## config.mk

```make
export PLATFORM = sky130hd
export DESIGN_NAME = stereo_sound_port
export DESIGN_NICKNAME = d
export VERILOG_FILES = /design/src/rtl/stereo_sound_port.sv
export SDC_FILE = /design/constraint.sdc
export NUM_CORES = 1
export LEC_CHECK = 0
export ABC_CLOCK_PERIOD_IN_PS = 3480
export CORE_AREA = 4 4 136 138
export CTS_BUF_LIST = sky130_fd_sc_hd__clkbuf_16
export DETAILED_ROUTE_END_ITERATION = 6
export DIE_AREA = 0 0 140 142
export PLACE_DENSITY = 0.74
export SYNTH_ARGS = -nofsm -noshare
export SYNTH_HDL_FRONTEND = slang
export SYNTH_SLANG_ARGS = --single-unit
export TNS_END_PERCENT = 1
```

## constraint.sdc

```tcl
create_clock -name clk -period 3.48 [get_ports clk]
set_input_delay 0.696 -clock clk [delete_from_list [all_inputs] [get_ports clk]]
set_output_delay 0.696 -clock clk [all_outputs]
set_load 0.02 [all_outputs]
```

## src/rtl/stereo_sound_port.sv

```systemverilog
// Stereo sound front-end: pan/covox port registers, time-multiplexed L/R mixer
// locked to the generator clock enable, and first-order sigma-delta outputs.
module stereo_sound_port #(
    parameter int unsigned NCH        = 6,
    parameter int unsigned SAMPLE_W   = 8,
    parameter int unsigned CE_DIV     = 15,
    parameter logic [7:0]  COVOX_PORT = 8'h07,
    parameter logic [7:0]  PAN_BASE   = 8'h0C,
    localparam int unsigned MIX_W     = SAMPLE_W + $clog2(NCH + 1)
) (
    input  logic                      clk,
    input  logic                      reset_n,
    input  logic [7:0]                shavv,
    input  logic [7:0]                data,
    input  logic                      negedge_zpvv_n,
    input  logic                      negedge_chtvv_n,
    input  logic [NCH*SAMPLE_W-1:0]   ch_samples,
    output logic [7:0]                data_o,
    output logic                      data_oe,
    output logic                      ce_out,
    output logic [MIX_W-1:0]          mix_l,
    output logic [MIX_W-1:0]          mix_r,
    output logic                      mix_valid,
    output logic                      audio_l,
    output logic                      audio_r
);

    localparam int unsigned NSRC  = NCH + 1;
    localparam int unsigned NPAN  = (NSRC + 3) / 4;
    localparam int unsigned IDX_W = (NSRC > 1) ? $clog2(NSRC) : 1;
    localparam int unsigned CNT_W = $clog2(CE_DIV);

    typedef enum logic [1:0] {IDLE, ACC, DONE} seq_state_t;

    logic [CNT_W-1:0]    div_cnt;
    logic [SAMPLE_W-1:0] covox;
    logic [1:0]          pan      [NSRC];
    logic [SAMPLE_W-1:0] snap     [NSRC];
    logic [1:0]          snap_pan [NSRC];
    seq_state_t          state;
    logic [IDX_W-1:0]    idx;
    logic [MIX_W-1:0]    acc_l, acc_r, add_l, add_r;
    logic [MIX_W-1:0]    sd_l, sd_r;
    logic [MIX_W:0]      sum_l, sum_r;
    logic [7:0]          pan_off, rd_val;
    logic                pan_hit, covox_hit;

    // Clock-enable divider
    always_ff @(posedge clk) begin
        if (!reset_n) begin
            div_cnt <= '0;
            ce_out  <= 1'b0;
        end else begin
            ce_out  <= (div_cnt == CNT_W'(CE_DIV - 1));
            div_cnt <= (div_cnt == CNT_W'(CE_DIV - 1)) ? '0 : div_cnt + CNT_W'(1);
        end
    end

    assign pan_off   = shavv - PAN_BASE;
    assign pan_hit   = (pan_off < 8'(NPAN));
    assign covox_hit = (shavv == COVOX_PORT);

    // Covox latch and pan registers
    always_ff @(posedge clk) begin
        if (!reset_n) begin
            covox <= '0;
            for (int s = 0; s < int'(NSRC); s++) pan[s] <= 2'b11;
        end else if (negedge_zpvv_n) begin
            if (covox_hit) covox <= data[SAMPLE_W-1:0];
            if (pan_hit) begin
                for (int s = 0; s < int'(NSRC); s++)
                    if (pan_off == 8'(s / 4)) pan[s] <= data[(s % 4) * 2 +: 2];
            end
        end
    end

    // Read-back mux; bits of nonexistent sources stay zero
    always_comb begin
        rd_val = 8'h00;
        if (covox_hit) begin
            rd_val = 8'(covox);
        end else begin
            for (int s = 0; s < int'(NSRC); s++)
                if (pan_off == 8'(s / 4)) rd_val[(s % 4) * 2 +: 2] = pan[s];
        end
    end

    always_ff @(posedge clk) begin
        if (!reset_n) begin
            data_o  <= 8'hFF;
            data_oe <= 1'b0;
        end else begin
            data_oe <= 1'b0;
            if (negedge_chtvv_n && (covox_hit || pan_hit)) begin
                data_o  <= rd_val;
                data_oe <= 1'b1;
            end
        end
    end

    // Snapshot of sources and pans taken as the mix starts
    always_ff @(posedge clk) begin
        if (reset_n && state == IDLE && ce_out) begin
            for (int k = 0; k < int'(NCH); k++)
                snap[k] <= ch_samples[k * SAMPLE_W +: SAMPLE_W];
            snap[NCH] <= covox;
            for (int s = 0; s < int'(NSRC); s++) snap_pan[s] <= pan[s];
        end
    end

    always_comb begin
        add_l = snap_pan[idx][0] ? MIX_W'(snap[idx]) : '0;
        add_r = snap_pan[idx][1] ? MIX_W'(snap[idx]) : '0;
    end

    // Mix sequencer; the last add is folded into the output load
    always_ff @(posedge clk) begin
        if (!reset_n) begin
            state     <= IDLE;
            idx       <= '0;
            acc_l     <= '0;
            acc_r     <= '0;
            mix_l     <= '0;
            mix_r     <= '0;
            mix_valid <= 1'b0;
        end else begin
            mix_valid <= 1'b0;
            case (state)
                IDLE: begin
                    if (ce_out) begin
                        acc_l <= '0;
                        acc_r <= '0;
                        idx   <= '0;
                        state <= ACC;
                    end
                end
                ACC: begin
                    if (idx == IDX_W'(NCH)) begin
                        mix_l     <= acc_l + add_l;
                        mix_r     <= acc_r + add_r;
                        mix_valid <= 1'b1;
                        state     <= DONE;
                    end else begin
                        acc_l <= acc_l + add_l;
                        acc_r <= acc_r + add_r;
                        idx   <= idx + IDX_W'(1);
                    end
                end
                DONE:    state <= IDLE;
                default: state <= IDLE;
            endcase
        end
    end

    assign sum_l = {1'b0, sd_l} + {1'b0, mix_l};
    assign sum_r = {1'b0, sd_r} + {1'b0, mix_r};

    // First-order sigma-delta: carry out of the accumulator is the bitstream
    always_ff @(posedge clk) begin
        if (!reset_n) begin
            sd_l    <= '0;
            sd_r    <= '0;
            audio_l <= 1'b0;
            audio_r <= 1'b0;
        end else begin
            sd_l    <= sum_l[MIX_W-1:0];
            sd_r    <= sum_r[MIX_W-1:0];
            audio_l <= sum_l[MIX_W];
            audio_r <= sum_r[MIX_W];
        end
    end

endmodule

```

==> impl_metrics.json <==
{
  "htreeDepth": 4,
  "p_per_area_mw_per_mm2": 414,
  "clock_path_buffers": 2,
  "crit_path_top_delay_cell": "mux4_2",
  "gp_congestion": 0.899,
  "synthCells": 786,
  "final_cell_mix": "clkdlybuf4s50_1 (101), dfxtp_1 (99), edfxtp_1 (84)",
  "grt_use_total": 0.188,
  "yosysWarnings": 0,
  "synth.ff_latch_count": 183,
  "period_share": 0.926,
  "design.die.area_mm2": 0.0199,
  "regMostFlops": "snap",
  "crit_fanout": 20,
  "cap_violations": 0,
  "vias": 6155,
  "syn-num-nets": 900,
  "rrSetupSlack_ns": 0.26,
  "cp-end-kind": "flip-flop",
  "clock_skew_ns": 0.00820,
  "hold_ws_ns": 0.462,
  "layout-drive-gt1-share": 0.0861,
  "largest_register_ffs": 56,
  "status": "complete, no violations",
  "diodes": 0,
  "dp_hpwl_um": 13000,
  "arrival_ns": 3.55,
  "cp.required_ns": 3.80,
  "die_y_um": 142,
  "final_common_cell": "clkdlybuf4s50_1",
  "start_util": 0.492,
  "nets": 1007,
  "syn_area_mm2": 0.00845,
  "async_flop_share": 0,
  "grt_max_degree": 71,
  "drc": 0,
  "grt_pass1_wl_um": 30000,
  "ios": 103,
  "post_cts_resized": 0,
  "final-hold-violation-count": 0,
  "slowest_delay_ns": 0.52,
  "leakagePower_nw": 3.86,
  "areaGrowthSynthToFinish_pct": 22.6,
  "avgSynthCellArea_um2": 10.8,
  "clk_latency_ns": 0.43,
  "drt_iter0_markers": 426,
  "p_total_mw": 4.29,
  "post_cts.repair.setup_buffers": 0,
  "top_regs": "snap (56), pan (14), snap_pan (14)",
  "drv_slew": 0,
  "ys_types": 65,
  "synth_top_area_share": 0.298,
  "antenna_found_initial": 0,
  "min_path_type": "reg -> reg",
  "root_buffer": "clkbuf_16",
  "routed_via_density": 5.44,
  "ant_nets": 0,
  "start_kind": "flip-flop",
  "crit_type": "reg -> reg",
  "rsz0062_at_grt": "no",
  "tightest_slew_ns": 0.578,
  "die_w_um": 140,
  "fin_crit_ns": 3.22,
  "clock-sinks": 183,
  "core-area_mm2": 0.0172,
  "detail_route.first_pass.iterations": 5,
  "relSlewSlack": 0.612,
  "cp_top_family": "compound AO/OA/AOI/OAI gates",
  "overflow": 0,
  "crit_buf_inv": 2,
  "postCtsHoldBufs": 0,
  "clk_pin_slew_ns": 0.07,
  "yosys.area.top_type": "edfxtp_1",
  "seq_area_frac_synth": 0.533,
  "tns_ns": 0,
  "first_global_vias": 5895,
  "wl_per_cell_um": 16.2,
  "numCtsBuffers": 17,
  "timing.fmax_mhz": 310,
  "routed_wl_um": 18300,
  "synth_edf_count": 84,
  "synth_area_leaders": "edfxtp_1 (30%), dfxtp_1 (23%), ha_1 (6.2%)",
  "setup_viol": 0,
  "cts_tree": "done",
  "port_buffers": 102,
  "crit_path_cell_trace": "buf_12, mux4_2, mux2i_2, nor2_1, ha_1, inv_1, fa_1, nor2b_1, o31a_1, o21ai_1, a2111oi_0, a311o_1",
  "synth_ff_type": "dfxtp_1",
  "rows": 48,
  "peakVddDrop_v": 0.000314
}
[cell families after synthesis]
logic type | count (synthesis) | share of synthesized area
flip-flops | 183 | 0.533
multiplexers | 40 | 0.0626
AO/OA/AOI/OAI | 178 | 0.142
adder cells (fa/ha/maj) | 46 | 0.0717
buffers and inverters | 57 | 0.0271
AND/OR/NAND/NOR | 264 | 0.145
XOR/XNOR | 18 | 0.0187
[worst register-to-register path, cell delays in order, from the launching register on]
cell and delay, ns:
dfxtp_1 0.36, buf_12 0.20, mux4_2 0.53, mux2i_2 0.36, nor2_1 0.10, ha_1 0.21
inv_1 0.07, fa_1 0.20, nor2b_1 0.07, o31a_1 0.30, o21ai_1 0.24, a2111oi_0 0.14
a311o_1 0.32
[cell usage after synthesis (5+ instances only)]
cell        n
ha_1       42
inv_1      27
o21a_1     12
o211ai_1   10
nor2_1     76
xor2_1      8
a21o_1      6
o2bb2ai_1   6
a211oi_1    8
a21oi_1    42
nor2b_1     9
dfxtp_1    99
clkbuf_1   22
o21ai_0    39
a31oi_1     5
mux2i_1    29
nor3_1     17
nand2_1    78
nor3b_1     7
xnor2_1    10
a22oi_1     8
nand2b_1    8
edfxtp_1   84
mux4_2     10
nand3_1    33
or2_2      15
[layer usage]
metal  track usage  wire length, um
met3        0.0356              744
met5             0                0
met2         0.315             8900
met1         0.249             8420
met4        0.0566              229
[metrics by stage]
stage                     cells  cell area (um^2)   util  worst slack (ns)
final                      1131             10400  0.603             0.257
after global routing       1131             10400  0.603            0.0191
after CTS                  1131             10400  0.603             0.234
after detailed placement   1099              9790  0.570             0.274
after global placement     1099              9790  0.570             0.362
after floorplan             786              8450      -             0.498
[where the power goes]
part | switching, mW | total (mW) | internal, mW
clock | 0.839 | 1.87 | 1.04
combinational | 0.0612 | 0.146 | 0.0845
sequential | 0.00884 | 2.26 | 2.26
total | 0.909 | 4.29 | 3.38
[final timing paths]
check / to / depth (start not counted) / from
worst max-delay path: mix_r[6] / 12 / flip-flop
worst min-delay path: snap_pan[4][1] / 0 / pan[4][1]
worst max register to register: mix_r[6] / 12 / flip-flop
worst min register to register: snap_pan[4][1] / 0 / pan[4][1]
[area by class of cell]
| type | count | area (um^2) |
|---|---|---|
| clock buffer | 18 | 450 |
| clock inverter | 14 | 124 |
| fill | 1469 | 6810 |
| inverter | 28 | 105 |
| multi-input combinational | 546 | 3720 |
| sequential | 183 | 4500 |
| tap | 225 | 282 |
| timing repair buffer | 117 | 1180 |
(Power assumes the default switching activity.)
